==> src/rtl/ucsbece154b_mpfifo.sv <==
// Multi-port circular FIFO: up to NR_PUSH writes and NR_POP retires per cycle,
// with occupancy count, almost-full flag and a synchronous flush.
// Optional feature macro: FIFO_BYPASS_EN forwards pushes to the read lanes
// when the queue is empty (zero-latency path). Default build has no bypass.
module ucsbece154b_mpfifo #(
  parameter int unsigned DATA_WIDTH   = 32,
  parameter int unsigned NR_ENTRIES   = 8,
  parameter int unsigned NR_PUSH      = 2,
  parameter int unsigned NR_POP       = 2,
  parameter int unsigned AFULL_THRESH = 2
) (
  input  logic                                  clk_i,
  input  logic                                  rst_i,
  input  logic                                  flush_i,
  input  logic [NR_PUSH*DATA_WIDTH-1:0]         data_i,
  input  logic [$clog2(NR_PUSH+1)-1:0]          push_cnt_i,
  output logic [$clog2(NR_PUSH+1)-1:0]          push_acc_o,
  output logic [NR_POP*DATA_WIDTH-1:0]          data_o,
  output logic [NR_POP-1:0]                     valid_o,
  input  logic [$clog2(NR_POP+1)-1:0]           pop_cnt_i,
  output logic [$clog2(NR_ENTRIES+1)-1:0]       count_o,
  output logic                                  full_o,
  output logic                                  afull_o
);

  localparam int unsigned CW = $clog2(NR_ENTRIES + 1);
  localparam int unsigned PW = $clog2(NR_PUSH + 1);
  localparam int unsigned IW = $clog2(NR_ENTRIES);
`ifdef FIFO_BYPASS_EN
  localparam int unsigned NBYP = (NR_POP < NR_PUSH) ? NR_POP : NR_PUSH;
`endif

  logic [DATA_WIDTH-1:0] mem_q [NR_ENTRIES];
  logic [IW-1:0]         head_q, head_d;
  logic [IW-1:0]         tail_q, tail_d;
  logic [CW-1:0]         count_q, count_d;

  int unsigned push_acc_n;  // lanes accepted this cycle
  int unsigned pop_q_n;     // entries retired from storage
  int unsigned byp_n;       // accepted lanes consumed straight through the bypass
  int unsigned store_n;     // accepted lanes actually written to storage

  function automatic int unsigned min_u(input int unsigned a, input int unsigned b);
    return (a < b) ? a : b;
  endfunction

  // p < NR_ENTRIES and n <= NR_ENTRIES, so a single conditional subtract suffices.
  function automatic logic [IW-1:0] wrap_add(input logic [IW-1:0] p, input int unsigned n);
    int unsigned s;
    s = 32'(p) + n;
    if (s >= NR_ENTRIES) s = s - NR_ENTRIES;
    return IW'(s);
  endfunction

  // Acceptance, retirement and next-state pointer/count computation.
  always_comb begin
    push_acc_n = min_u(32'(push_cnt_i), NR_ENTRIES - 32'(count_q));
    if (flush_i || rst_i) push_acc_n = 0;
    pop_q_n = min_u(32'(pop_cnt_i), 32'(count_q));
    byp_n   = 0;
`ifdef FIFO_BYPASS_EN
    if (count_q == '0 && !flush_i) byp_n = min_u(32'(pop_cnt_i), push_acc_n);
`endif
    store_n = push_acc_n - byp_n;
    if (flush_i) begin
      head_d  = '0;
      tail_d  = '0;
      count_d = '0;
    end else begin
      head_d  = wrap_add(head_q, pop_q_n);
      tail_d  = wrap_add(tail_q, store_n);
      count_d = CW'(32'(count_q) + store_n - pop_q_n);
    end
  end

  // Pointer and occupancy registers.
  always_ff @(posedge clk_i or posedge rst_i) begin
    if (rst_i) begin
      head_q  <= '0;
      tail_q  <= '0;
      count_q <= '0;
    end else begin
      head_q  <= head_d;
      tail_q  <= tail_d;
      count_q <= count_d;
    end
  end

  // Storage write: lanes byp_n..push_acc_n-1 land at consecutive slots from tail.
  always_ff @(posedge clk_i) begin
    for (int unsigned i = 0; i < NR_PUSH; i++) begin
      if (i >= byp_n && i < push_acc_n) begin
        mem_q[wrap_add(tail_q, i - byp_n)] <= data_i[i*DATA_WIDTH +: DATA_WIDTH];
      end
    end
  end

  // Read lanes, status flags and accepted-lane count.
  always_comb begin
    for (int unsigned k = 0; k < NR_POP; k++) begin
      data_o[k*DATA_WIDTH +: DATA_WIDTH] = mem_q[wrap_add(head_q, k)];
      valid_o[k] = 32'(count_q) > k;
    end
`ifdef FIFO_BYPASS_EN
    for (int unsigned k = 0; k < NBYP; k++) begin
      if (count_q == '0 && !flush_i && k < push_acc_n) begin
        data_o[k*DATA_WIDTH +: DATA_WIDTH] = data_i[k*DATA_WIDTH +: DATA_WIDTH];
        valid_o[k] = 1'b1;
      end
    end
`endif
    push_acc_o = PW'(push_acc_n);
    count_o    = count_q;
    full_o     = 32'(count_q) == NR_ENTRIES;
    afull_o    = (NR_ENTRIES - 32'(count_q)) <= AFULL_THRESH;
  end

endmodule

==> config.mk <==
export PLATFORM = sky130hd
export DESIGN_NAME = ucsbece154b_mpfifo
export DESIGN_NICKNAME = d
export VERILOG_FILES = /design/src/rtl/ucsbece154b_mpfifo.sv
export SDC_FILE = /design/constraint.sdc
export NUM_CORES = 1
export LEC_CHECK = 0
export ABC_AREA = 1
export CORE_UTILIZATION = 35
export DETAILED_ROUTE_END_ITERATION = 10
export PLACE_DENSITY = 0.49
export SYNTH_ARGS = -nofsm -noshare
export SYNTH_HDL_FRONTEND = slang
export SYNTH_SLANG_ARGS = --single-unit
==> constraint.sdc <==
create_clock -name clk_i -period 5 [get_ports clk_i]
set_clock_uncertainty 0.05 [all_clocks]
set_input_delay 1 -clock clk_i [delete_from_list [all_inputs] [get_ports clk_i]]
set_output_delay 1 -clock clk_i [all_outputs]
set_load 0.005 [all_outputs]
==> metrics.txt <==
number of buffers created by CTS=35; # Post-CTS Setup Buffers=0; placed cell areas=19300 um^2; Max IR drop VDD=440 uV; source-to-sink clock delay at the later pin of the worst-skew pair=0.54 ns; sum of negative setup slack=0 ns; number of antenna violations at the first check in global routing=3; total number of H-tree levels=2; headroom to the max-slew limit=21.9%; Adder-Cell Fraction of Synth Area=1.53%; number of hold buffers added after cts=0; summed instance area of the synthesized netlist=17500 um^2; CP endpoint kind=output port; Port-buffer cells=144; synth warn=0; required time of the critical path=3.95 ns; die height=225 um; synthesized-area fraction occupied by and/or/nand/nor cells=27.2%; count of clock tree sinks=266; DP Wirelength=36700 um; CTS tree=built; initial core utilization=35.6%; GRT overflow=0; Pins Over Slew Limit=0; Fin Hold WS=0.681 ns; async set-or-reset flop fraction in the synthesized netlist=3.76%; maximum root-to-sink buffer count=3; 1st-pass router iterations=5; detail-routed net length per standard cell=22.2 um; portion of the post-synthesis area used by sequential elements=45.4%; area added between synthesis and finish=16.7%; DRT Wirelength=65300 um; minimum period implied by the final worst setup slack=4.45 ns; fraction of power consumed by the clock network=21.0%; final standard cell utilization of the core=41.6%; largest driver fanout on the critical path=123; endpoints failing setup=0; EDFF count, synth=256; all-layer global routing usage=25.6%; die area=50800 um^2; Synth Register Bits=266; fraction of layout cells with a size suffix above 1=6.11%; largest family of logic cells by synthesized area=simple AND/OR/NAND/NOR gates; mux share of post-synthesis cell area=0%; max cap viols=0; post-cts sizing count=0; NumNets Final=2344; Mapped Cells=2284; internal power component=6.72 mW; number of primary I/O pins=145; switching part of the total=44.4%; unrepaired setup endpoints after global routing=false; classification of the worst setup path=reg2out; Netlist cell types=31; Clock Root Buffer=clkbuf_16; switching power of the nets=5.37 mW; P per Cell Area=593 nW/um^2; prevailing post-synth register cell=edfxtp_1; Data arrival, critical path=3.40 ns; post-route design area=20400 um^2; number of nets with antenna violations after routing=0; net count of the mapped netlist=2374; maximum number of pins on one net before global-route repair=162; Combinational Power Share=55.2%; Placement Rows=81; GPL Wtd Cong=0.794; number of vias per cell after detailed routing=5.72; average cell area after synthesis=7.65 um^2; Reg clk slew, reported paths=0.05 ns; global-route wire length before repair=98100 um; synth top area cells=edfxtp_1 (44%), nand2_1 (13%), nand4_1 (9.3%); area of the core=49100 um^2; cell taking the most area after synthesis=edfxtp_1; total number of vias=16800; proportion of netlist area held by the largest area contributor=44.0%; xor and xnor area share after synthesis=0.394%; part of the total power dissipated in sequential elements=23.7%; DRC Markers=0; Compound-Gate Fraction of Synth Area=15.9%; static power due to leakage=8.19 nW; number of design-rule violations left by the first detailed-router iteration=1781; via count of the first global-routing pass=15700; final number of hold-violating endpoints=0; CP startpoint kind=flip-flop; class of the tightest hold or removal check=reg2reg; slew of the pin with the lowest slew margin=1.17 ns; Peak Freq=224 MHz; run status=complete, no violations; horizontal extent of the die=225 um; share of the clock period used by the worst path after layout=89.1%
registers in the layout, summed over array words and instances (netlist names):
register / count
tail_q: 3
head_q: 3
mem_q: 256
count_o: 4
layout make-up:
type | count | area, um^2
antenna | 1 | 2.50
clock buffer | 41 | 941
clock inverter | 17 | 183
fill | 4873 | 28700
inverter | 125 | 474
multi-input combinational | 1624 | 7980
sequential | 266 | 7940
tap | 664 | 831
timing repair buffer | 202 | 2040
worst paths after layout:
check / from / endpoint / slack, ns / cells after the start
worst max-delay path: head_q[0]$_DFF_PP0_ / data_o[35] / 0.55 / 7
worst max register to register: count_o[0]$_DFF_PP0_ / mem_q[4][16]$_DFFE_PP_ / 1.27 / 11
worst min-delay path: tail_q[2]$_DFF_PP0_ / tail_q[2]$_DFF_PP0_ / 0.68 / 2
min in group asynchronous: rst_i / tail_q[0]$_DFF_PP0_ / 0.75 / 2
max in group asynchronous: rst_i / head_q[0]$_DFF_PP0_ / 3.80 / 2
worst min register to register: tail_q[2]$_DFF_PP0_ / tail_q[2]$_DFF_PP0_ / 0.68 / 2
cells by family (layout without fill, tap and decap cells):
logic type | Yosys count | in the layout
AND/OR/NAND/NOR | 1076 | 1076
AO/OA/AOI/OAI | 521 | 521
buffers and inverters | 394 | 385
flip-flops | 266 | 266
adder cells (fa/ha/maj) | 19 | 19
XOR/XNOR | 7 | 7
other | 1 | 2
metal layers:
layer | vias to the layer above | GRT usage (%) | part of all wire, %
met5 | - | 0 | 0.041
met4 | 4 | 8.69 | 3.0
met3 | 120 | 4.97 | 7.5
met2 | 707 | 41.1 | 46
met1 | 8086 | 34.3 | 43
li1 | 7891 | - | -
synthesized netlist by cell type (5+ instances only):
library cell / n
nand2_1: 613
nand4_1: 261
edfxtp_1: 256
o21ai_0: 230
nor2_1: 183
a21oi_1: 162
inv_1: 120
clkbuf_1: 102
buf_2: 83
a31oi_1: 64
clkbuf_2: 53
o211ai_1: 32
buf_1: 30
o21ai_1: 29
ha_1: 15
dfrtp_1: 10
nor3_1: 8
nand4_2: 6
inv_2: 5
metrics by stage:
| stage | worst slack [ns] | std cells | power (mW) |
|---|---|---|---|
| finish | 0.546 | 2940 | 12.1 |
| global route | 0.369 | 2940 | 12.9 |
| CTS | 0.510 | 2939 | 12.1 |
| detailed placement | 0.769 | 2881 | 9.54 |
| global placement | 0.771 | 2881 | 9.50 |
| floorplan | 1.68 | 2284 | 6.61 |
power groups by stage:
stage          Clock (mW)  Combinational (mW)  Sequential (mW)
2_1_floorplan           0                3.76             2.85
3_3_place_gp            0                6.58             2.91
3_5_place_dp            0                6.63             2.91
4_1_cts              2.59                6.65             2.87
5_1_grt              2.66                7.30             2.90
6_report             2.54                6.68             2.87
placed cells by master (no fill, tap or decap), types with 2 or more instances in the layout:
master / count
edfxtp_1: 256
dfrtp_2: 2
o21ai_0: 230
bufinv_16: 4
nand4_2: 6
nand2_1: 608
nor2_2: 4
inv_1: 120
clkinv_1: 6
buf_4: 45
ha_1: 14
nor3_1: 8
clkbuf_1: 4
xnor2_1: 2
inv_2: 4
clkdlybuf4s50_1: 144
nor2_4: 4
a21oi_1: 162
dfrtp_1: 7
o211ai_1: 32
clkinvlp_4: 2
nand2_2: 6
nand4_1: 261
fa_1: 4
nand3_1: 4
buf_12: 13
clkinv_2: 5
nor2_1: 175
xor2_1: 3
clkbuf_16: 37
a31oi_1: 64
o21ai_1: 29
worst max-delay path, cell delays in order (launching register included):
cell and delay [ns]:
dfrtp_4 0.58, inv_6 0.61, buf_12 0.30, o21ai_0 0.12
o21ai_1 0.09, nor2_1 0.05, a31oi_1 0.41, clkdlybuf4s50_1 0.61
No activity file was read; power rests on OpenSTA's default activity.
